--- src/rtl/perf_meas_chan_if.sv ---
// Monitored handshake bundle plus the published snapshot outputs of perf_meas_chan.
// The monitor side (slave) only observes valid/ready and never drives them.
interface perf_meas_chan_if #(
    parameter int NCH = 4,
    parameter int CW  = 32,
    parameter int WW  = 24
);
    logic [NCH-1:0]    valid;
    logic [NCH-1:0]    ready;
    logic [NCH*CW-1:0] xfer_count;
    logic [NCH*CW-1:0] stall_count;
    logic [WW-1:0]     window_len;
    logic              report;

    modport master (
        output valid, ready,
        input  xfer_count, stall_count, window_len, report
    );

    modport slave (
        input  valid, ready,
        output xfer_count, stall_count, window_len, report
    );
endinterface

--- src/rtl/perf_meas_chan.sv ---
// Multi-channel transfer/stall meter with a self-tuning power-of-two measurement window.
// Define SB_PERF_DISPLAY_EN to print one line per channel on every report pulse.
module perf_meas_chan #(
    parameter int NCH         = 4,
    parameter int CW          = 32,
    parameter int WW          = 24,
    parameter int INIT_WINDOW = 1024,
    parameter int MIN_WINDOW  = 16,
    parameter int MAX_WINDOW  = 1048576,
    parameter int MIN_EVENTS  = 64,
    parameter int FACTOR_LOG2 = 1
) (
    input  logic             clk,
    input  logic             nreset,
    input  logic             i_en,
    input  logic             i_clear,
    perf_meas_chan_if.slave  bus
);
    localparam int TW = CW + $clog2(NCH) + 1;
    localparam int EW = (TW > 32) ? TW : 32;
    localparam int UW = WW + FACTOR_LOG2;
    localparam logic [CW-1:0] CNT_MAX = {CW{1'b1}};
    localparam logic [WW-1:0] INIT_W  = WW'(INIT_WINDOW);
    localparam logic [WW-1:0] MIN_W   = WW'(MIN_WINDOW);
    localparam logic [UW-1:0] MAX_W   = UW'(MAX_WINDOW);
    localparam logic [EW-1:0] MIN_EV  = EW'(MIN_EVENTS);

    typedef enum logic {ST_IDLE, ST_RUN} state_t;

    state_t             r_state, w_state_next;
    logic [WW-1:0]      r_cyc;
    logic [WW-1:0]      r_window_cur;
    logic [WW-1:0]      w_window_next;
    logic [WW-1:0]      w_cyc_cur;
    logic [WW-1:0]      w_down;
    logic [UW-1:0]      w_up;
    logic [TW-1:0]      w_total;
    logic               w_count;
    logic               w_last;
    logic               w_restart;
    logic [NCH-1:0]     w_sat_ch;
    logic [NCH*CW-1:0]  w_xfer_flat;
    logic [NCH*CW-1:0]  w_stall_flat;
    logic [NCH*CW-1:0]  r_xfer_snap;
    logic [NCH*CW-1:0]  r_stall_snap;
    logic [WW-1:0]      r_window_len;
    logic               r_report;

    // An enabled IDLE cycle is already the first counted cycle of a window.
    assign w_count   = i_en & ~i_clear;
    assign w_cyc_cur = (r_state == ST_RUN) ? r_cyc : '0;
    assign w_last    = w_count && (w_cyc_cur == r_window_cur - WW'(1));
    assign w_restart = ~w_count | w_last;

    always_ff @(posedge clk or negedge nreset) begin
        if (!nreset) begin
            r_state <= ST_IDLE;
        end else begin
            r_state <= w_state_next;
        end
    end

    always_comb begin
        w_state_next = r_state;
        if (i_clear) begin
            w_state_next = ST_IDLE;
        end else begin
            case (r_state)
                ST_IDLE: if (i_en)  w_state_next = ST_RUN;
                ST_RUN:  if (!i_en) w_state_next = ST_IDLE;
                default: w_state_next = ST_IDLE;
            endcase
        end
    end

    genvar gi;
    generate
        for (gi = 0; gi < NCH; gi++) begin : g_ch
            logic [CW-1:0] r_xfer;
            logic [CW-1:0] r_stall;
            logic          r_sat;
            logic          w_xfer_inc;
            logic          w_stall_inc;
            logic          w_xfer_full;
            logic          w_stall_full;

            assign w_xfer_inc   = bus.valid[gi] & bus.ready[gi];
            assign w_stall_inc  = bus.valid[gi] & ~bus.ready[gi];
            assign w_xfer_full  = (r_xfer == CNT_MAX);
            assign w_stall_full = (r_stall == CNT_MAX);
            assign w_xfer_flat[gi*CW +: CW]  = w_xfer_full  ? CNT_MAX : r_xfer  + CW'(w_xfer_inc);
            assign w_stall_flat[gi*CW +: CW] = w_stall_full ? CNT_MAX : r_stall + CW'(w_stall_inc);
            assign w_sat_ch[gi] = r_sat | (w_xfer_full & w_xfer_inc) | (w_stall_full & w_stall_inc);

            always_ff @(posedge clk or negedge nreset) begin
                if (!nreset) begin
                    r_xfer  <= '0;
                    r_stall <= '0;
                    r_sat   <= 1'b0;
                end else if (w_restart) begin
                    r_xfer  <= '0;
                    r_stall <= '0;
                    r_sat   <= 1'b0;
                end else begin
                    r_xfer  <= w_xfer_flat[gi*CW +: CW];
                    r_stall <= w_stall_flat[gi*CW +: CW];
                    r_sat   <= w_sat_ch[gi];
                end
            end

`ifdef SB_PERF_DISPLAY_EN
            logic r_snap_sat;
            always_ff @(posedge clk or negedge nreset) begin
                if (!nreset) begin
                    r_snap_sat <= 1'b0;
                end else if (w_last) begin
                    r_snap_sat <= w_sat_ch[gi];
                end
            end
            always_ff @(posedge clk) begin
                if (r_report) begin
                    $display("ch%0d: xfer=%0d stall=%0d window=%0d%s", gi,
                             r_xfer_snap[gi*CW +: CW], r_stall_snap[gi*CW +: CW],
                             r_window_len, r_snap_sat ? " (sat)" : "");
                end
            end
`else
`endif
        end
    endgenerate

    always_comb begin
        w_total = '0;
        for (int i = 0; i < NCH; i++) begin
            w_total = w_total + TW'(w_xfer_flat[i*CW +: CW]);
        end
    end

    // Widened up-shift so the clamp against MAX_WINDOW sees any overflow.
    assign w_down = r_window_cur >> FACTOR_LOG2;
    assign w_up   = UW'(r_window_cur) << FACTOR_LOG2;

    always_comb begin
        w_window_next = r_window_cur;
        if (|w_sat_ch) begin
            w_window_next = (w_down < MIN_W) ? MIN_W : w_down;
        end else if (EW'(w_total) < MIN_EV) begin
            w_window_next = (w_up > MAX_W) ? WW'(MAX_W) : WW'(w_up);
        end
    end

    always_ff @(posedge clk or negedge nreset) begin
        if (!nreset) begin
            r_cyc        <= '0;
            r_window_cur <= INIT_W;
        end else begin
            r_cyc <= w_restart ? '0 : w_cyc_cur + WW'(1);
            if (i_clear) begin
                r_window_cur <= INIT_W;
            end else if (w_last) begin
                r_window_cur <= w_window_next;
            end
        end
    end

    always_ff @(posedge clk or negedge nreset) begin
        if (!nreset) begin
            r_xfer_snap  <= '0;
            r_stall_snap <= '0;
            r_window_len <= '0;
            r_report     <= 1'b0;
        end else begin
            r_report <= w_last;
            if (w_last) begin
                r_xfer_snap  <= w_xfer_flat;
                r_stall_snap <= w_stall_flat;
                r_window_len <= r_window_cur;
            end
        end
    end

    assign bus.xfer_count  = r_xfer_snap;
    assign bus.stall_count = r_stall_snap;
    assign bus.window_len  = r_window_len;
    assign bus.report      = r_report;
endmodule
--- src/flat_wrapper.sv ---
// flat-port wrapper written by rule: the top's interface ports become plain ports
module perf_meas_chan_flat 
#(
    parameter int NCH         = 4,
    parameter int CW          = 32,
    parameter int WW          = 24,
    parameter int INIT_WINDOW = 1024,
    parameter int MIN_WINDOW  = 16,
    parameter int MAX_WINDOW  = 1048576,
    parameter int MIN_EVENTS  = 64,
    parameter int FACTOR_LOG2 = 1
)
  (clk, nreset, i_en, i_clear, bus_valid, bus_ready, bus_xfer_count, bus_stall_count, bus_window_len, bus_report);
  perf_meas_chan_if #(.NCH(NCH), .CW(CW), .WW(WW)) bus_i ();
  input  logic clk;
  input  logic nreset;
  input  logic i_en;
  input  logic i_clear;
  input wire logic [$bits(bus_i.valid)-1:0] bus_valid;
  input wire logic [$bits(bus_i.ready)-1:0] bus_ready;
  output wire logic [$bits(bus_i.xfer_count)-1:0] bus_xfer_count;
  output wire logic [$bits(bus_i.stall_count)-1:0] bus_stall_count;
  output wire logic [$bits(bus_i.window_len)-1:0] bus_window_len;
  output wire logic [$bits(bus_i.report)-1:0] bus_report;
  assign bus_i.valid = bus_valid;
  assign bus_i.ready = bus_ready;
  assign bus_xfer_count = bus_i.xfer_count;
  assign bus_stall_count = bus_i.stall_count;
  assign bus_window_len = bus_i.window_len;
  assign bus_report = bus_i.report;
  perf_meas_chan #(.NCH(NCH), .CW(CW), .WW(WW), .INIT_WINDOW(INIT_WINDOW), .MIN_WINDOW(MIN_WINDOW), .MAX_WINDOW(MAX_WINDOW), .MIN_EVENTS(MIN_EVENTS), .FACTOR_LOG2(FACTOR_LOG2)) u_core (.clk(clk), .nreset(nreset), .i_en(i_en), .i_clear(i_clear), .bus(bus_i));
endmodule
--- config.mk ---
export PLATFORM = sky130hd
export DESIGN_NAME = perf_meas_chan_flat
export DESIGN_NICKNAME = d
export VERILOG_FILES = /design/src/rtl/perf_meas_chan_if.sv /design/src/rtl/perf_meas_chan.sv /design/src/flat_wrapper.sv
export SDC_FILE = /design/constraint.sdc
export NUM_CORES = 2
export LEC_CHECK = 0
export ABC_CLOCK_PERIOD_IN_PS = 10200
export CAP_MARGIN = 20
export CORE_MARGIN = 1.5
export CORE_UTILIZATION = 58
export CTS_CLUSTER_DIAMETER = 30
export DETAILED_ROUTE_END_ITERATION = 12
export PLACE_DENSITY_LB_ADDON = 0.12
export RECOVER_POWER = 100
export SLEW_MARGIN = 20
export SYNTH_ARGS = -nofsm -noshare
export SYNTH_HDL_FRONTEND = slang
export SYNTH_SLANG_ARGS = --single-unit
--- constraint.sdc ---
create_clock -name clk -period 10.2 [get_ports clk]
set_input_delay 1.02 -clock clk [delete_from_list [all_inputs] [get_ports clk]]
set_output_delay 1.02 -clock clk [all_outputs]
set_load 0.02 [all_outputs]
==> flow_metrics.tcl <==
set metrics [dict create \
    postCtsSetupBuffers 0 \
    antenna_found_initial 1 \
    drv_cap 11 \
    multiInputGateArea_um2 15300 \
    outcome "finished, violations left" \
    worstPathRequired_ns 10.71 \
    fin_util_pct 72.7 \
    fin_crit_sh_pct 92.9 \
    async_flop_share_pct 100 \
    cts_buffer_depth 3 \
    syn-cell-area_um2 31400 \
    power_leakage_nw 19.1 \
    cts_buffers 117 \
    regArea_um2 14800 \
    gp_congestion 0.952 \
    track_usage_pct 33.7 \
    io_buffers 292 \
    grt_overflow 0 \
    synth_edf_count 0 \
    rows 85 \
    cpMostUsedCell "ha_1" \
    violations "max-capacitance violations, max-slew violations" \
    wl_um 92500 \
    ioPinCount 293 \
    skew_ns 0.0215 \
    crit_family "compound AO/OA/AOI/OAI gates" \
    post_drt_wl_per_cell_um 20.0 \
    cp.arrival_ns 9.99 \
    crit_buf_inv 3 \
    period_needed_ns 9.48 \
    setup_viol 0 \
    cts.repair.resized 0 \
    dp_hpwl_um 66500 \
    max_stage_delay_ns 0.75 \
    antenna_cells 0 \
    maxSlewViolCount 849 \
    yosysWarningCount 0 \
    drt-initial-drc-count 2318 \
    hp-class "flop to flop" \
    dieHeight_um 236 \
    grt_pass1_wl_um 148000 \
    vias_per_cell 5.88 \
    clkTransAtPathRegs_ns 0.05 \
    grt_max_degree 140 \
    synth_nets 3674 \
    crit_path_start_kind "input pin" \
    drive_above_1_share_pct 7.68 \
    syn_inst 3549 \
    endpoint_kind "flop" \
    crit_path_max_fanout 17 \
    final_nets 3952 \
    syn2layout_area_growth_pct 24.2 \
    slowest_stage "clkdlybuf4s50_1" \
    vias 27200 \
    clock-sinks 590 \
    ys_types 86 \
    fmax_mhz 105 \
    holdBufCountCts 0 \
    tightestPinTransition_ns 5.91 \
    layout_common_cells "613 x nor2_1, 589 x dfrtp_1, 463 x nand2_1" \
    post-route-drc-count 0 \
    dieArea_um2 55500 \
    dp_slack_ns 0.476 \
    initial_core_util_pct 58.5 \
    relSlewSlack_pct -294 \
    firstDrtPassIters 6 \
    hold_viol 0 \
    ys_seq_area_share_pct 47.1 \
    dp_cells 4404 \
    insertion_delay_ns 0.67 \
    fillers 3916 \
    ys_seq_elements 590 \
    die_w_um 236 \
    ys.flop_type "dfrtp_1" \
    setup_slack_ns 0.719 \
    final_common_cell "nor2_1" \
    tritoncts "yes" \
    avgSynthCellArea_um2 8.84 \
    fp.coreArea_um2 53600 \
    power_density_nw_per_um2 168 \
    cts_root_buf "clkbuf_16" \
    drtAntennaViolNets 0 \
    crit_type "input pin to flop" \
    tns_ns 0 \
    final_cells 4626 \
    grt_pass1_vias 27100 \
    ir_drop_v 0.000162 \
    htreeDepth 3 \
    rsz0062_at_grt "false" \
]
-- flip-flops by register name, summed over array words and instances (netlist names) --
name	flops
u_core.bus.stall_count	128
u_core.bus.xfer_count	128
u_core.g_ch.r_stall	128
u_core.g_ch.r_xfer	128
u_core.bus.window_len	24
u_core.r_cyc	24
u_core.r_window_cur	24
u_core.g_ch.r_sat	4
u_core.bus.report	1
u_core.r_state	1
-- cell type report --
class,instances,area share (%)
well taps,696,2.24
clock inverters,83,2.76
flip-flops and latches,590,37.9
repair buffers,322,8.02
clock buffers,139,8.12
inverters,166,1.60
multi-input cells,2630,39.4
-- final timing paths --
kind                                                        start                                      end  slack (ns)  depth (start not counted)
max in group asynchronous                                  nreset               u_core.r_cyc[23]$_DFF_PN0_        1.99                          3
min                        u_core.bus.stall_count[59]$_DFFE_PN0P_   u_core.bus.stall_count[59]$_DFFE_PN0P_        0.47                          2
min reg2reg                u_core.bus.stall_count[59]$_DFFE_PN0P_   u_core.bus.stall_count[59]$_DFFE_PN0P_        0.47                          2
max reg2reg                    u_core.g_ch[1].r_xfer[4]$_DFF_PN0_      u_core.r_window_cur[19]$_DFFE_PN0P_        0.77                         34
min in group asynchronous                                  nreset  u_core.bus.stall_count[112]$_DFFE_PN0P_        2.51                          1
max                                                  bus_ready[0]      u_core.r_window_cur[19]$_DFFE_PN0P_        0.72                         36
-- tightest hold or removal path, cell delays in order (launching register included) --
cell and delay, ns:
dfrtp_1 0.33, nand2_1 0.05, o21ai_0 0.06
-- power breakdown --
| part | total [mW] | internal (mW) | switching (mW) |
|---|---|---|---|
| Clock | 4.04 | 2.69 | 1.35 |
| Sequential | 2.37 | 2.36 | 0.00936 |
| Combinational | 0.130 | 0.0289 | 0.101 |
| Total | 6.53 | 5.08 | 1.46 |
-- metrics by stage --
stage | instance area [um^2] | hold slack (ns) | power (mW)
6_report | 39000 | 0.468 | 6.53
5_1_grt | 39000 | 0.485 | 6.70
4_1_cts | 39000 | 0.432 | 6.58
3_5_place_dp | 34800 | 0.470 | 2.54
3_3_place_gp | 34800 | 0.463 | 2.54
2_1_floorplan | 31400 | 0.457 | 2.45
-- layer usage --
layer  part of all wire (%)  track usage [%]  vias up
met3                    6.9             6.17      201
met2                     46             53.3     1041
met5                  0.021                0        -
li1                       -                -    12600
met4                    3.7             13.2        2
met1                     43             46.4    13400
-- cells by family after synthesis --
| kind of cell | share of synthesized area [%] |
|---|---|
| AOI/OAI and AO/OA | 11.0 |
| adders and majority gates | 5.27 |
| DFF | 47.1 |
| buffers and inverters | 3.99 |
| xor gates and xnor gates | 8.41 |
| and+or+nand+nor | 23.2 |
| muxes | 1.11 |
-- cells in the mapped netlist, types with 6 or more instances --
| cell type | instances | area share, % |
|---|---|---|
| mux2_2 | 21 | 0.75 |
| o21ai_0 | 343 | 5.5 |
| a21oi_1 | 94 | 1.5 |
| and2_1 | 39 | 0.78 |
| a31oi_1 | 16 | 0.32 |
| buf_2 | 6 | 0.096 |
| a21o_1 | 23 | 0.55 |
| o21bai_1 | 7 | 0.17 |
| clkbuf_1 | 149 | 1.8 |
| nor3_1 | 44 | 0.70 |
| xor2_1 | 111 | 3.1 |
| a211oi_1 | 6 | 0.14 |
| nand2b_1 | 10 | 0.20 |
| and3_1 | 64 | 1.3 |
| fa_1 | 32 | 2.0 |
| nand3b_1 | 6 | 0.14 |
| nor4_1 | 21 | 0.42 |
| dfrtp_1 | 589 | 47 |
| nor2_1 | 611 | 7.3 |
| nand2_1 | 463 | 5.5 |
| o2111ai_1 | 9 | 0.25 |
| inv_1 | 166 | 2.0 |
| ha_1 | 81 | 3.2 |
| nand3_1 | 159 | 2.5 |
| or3_1 | 14 | 0.28 |
| xnor2_1 | 190 | 5.3 |
| nand4_1 | 70 | 1.4 |
| o31ai_1 | 8 | 0.19 |
| mux2i_1 | 10 | 0.32 |
| and4_1 | 22 | 0.61 |
| a31o_2 | 7 | 0.20 |
| nor2b_1 | 27 | 0.54 |
| o21a_1 | 20 | 0.48 |
| or2_2 | 9 | 0.18 |
Note: power is estimated with default switching activity, not from simulation.
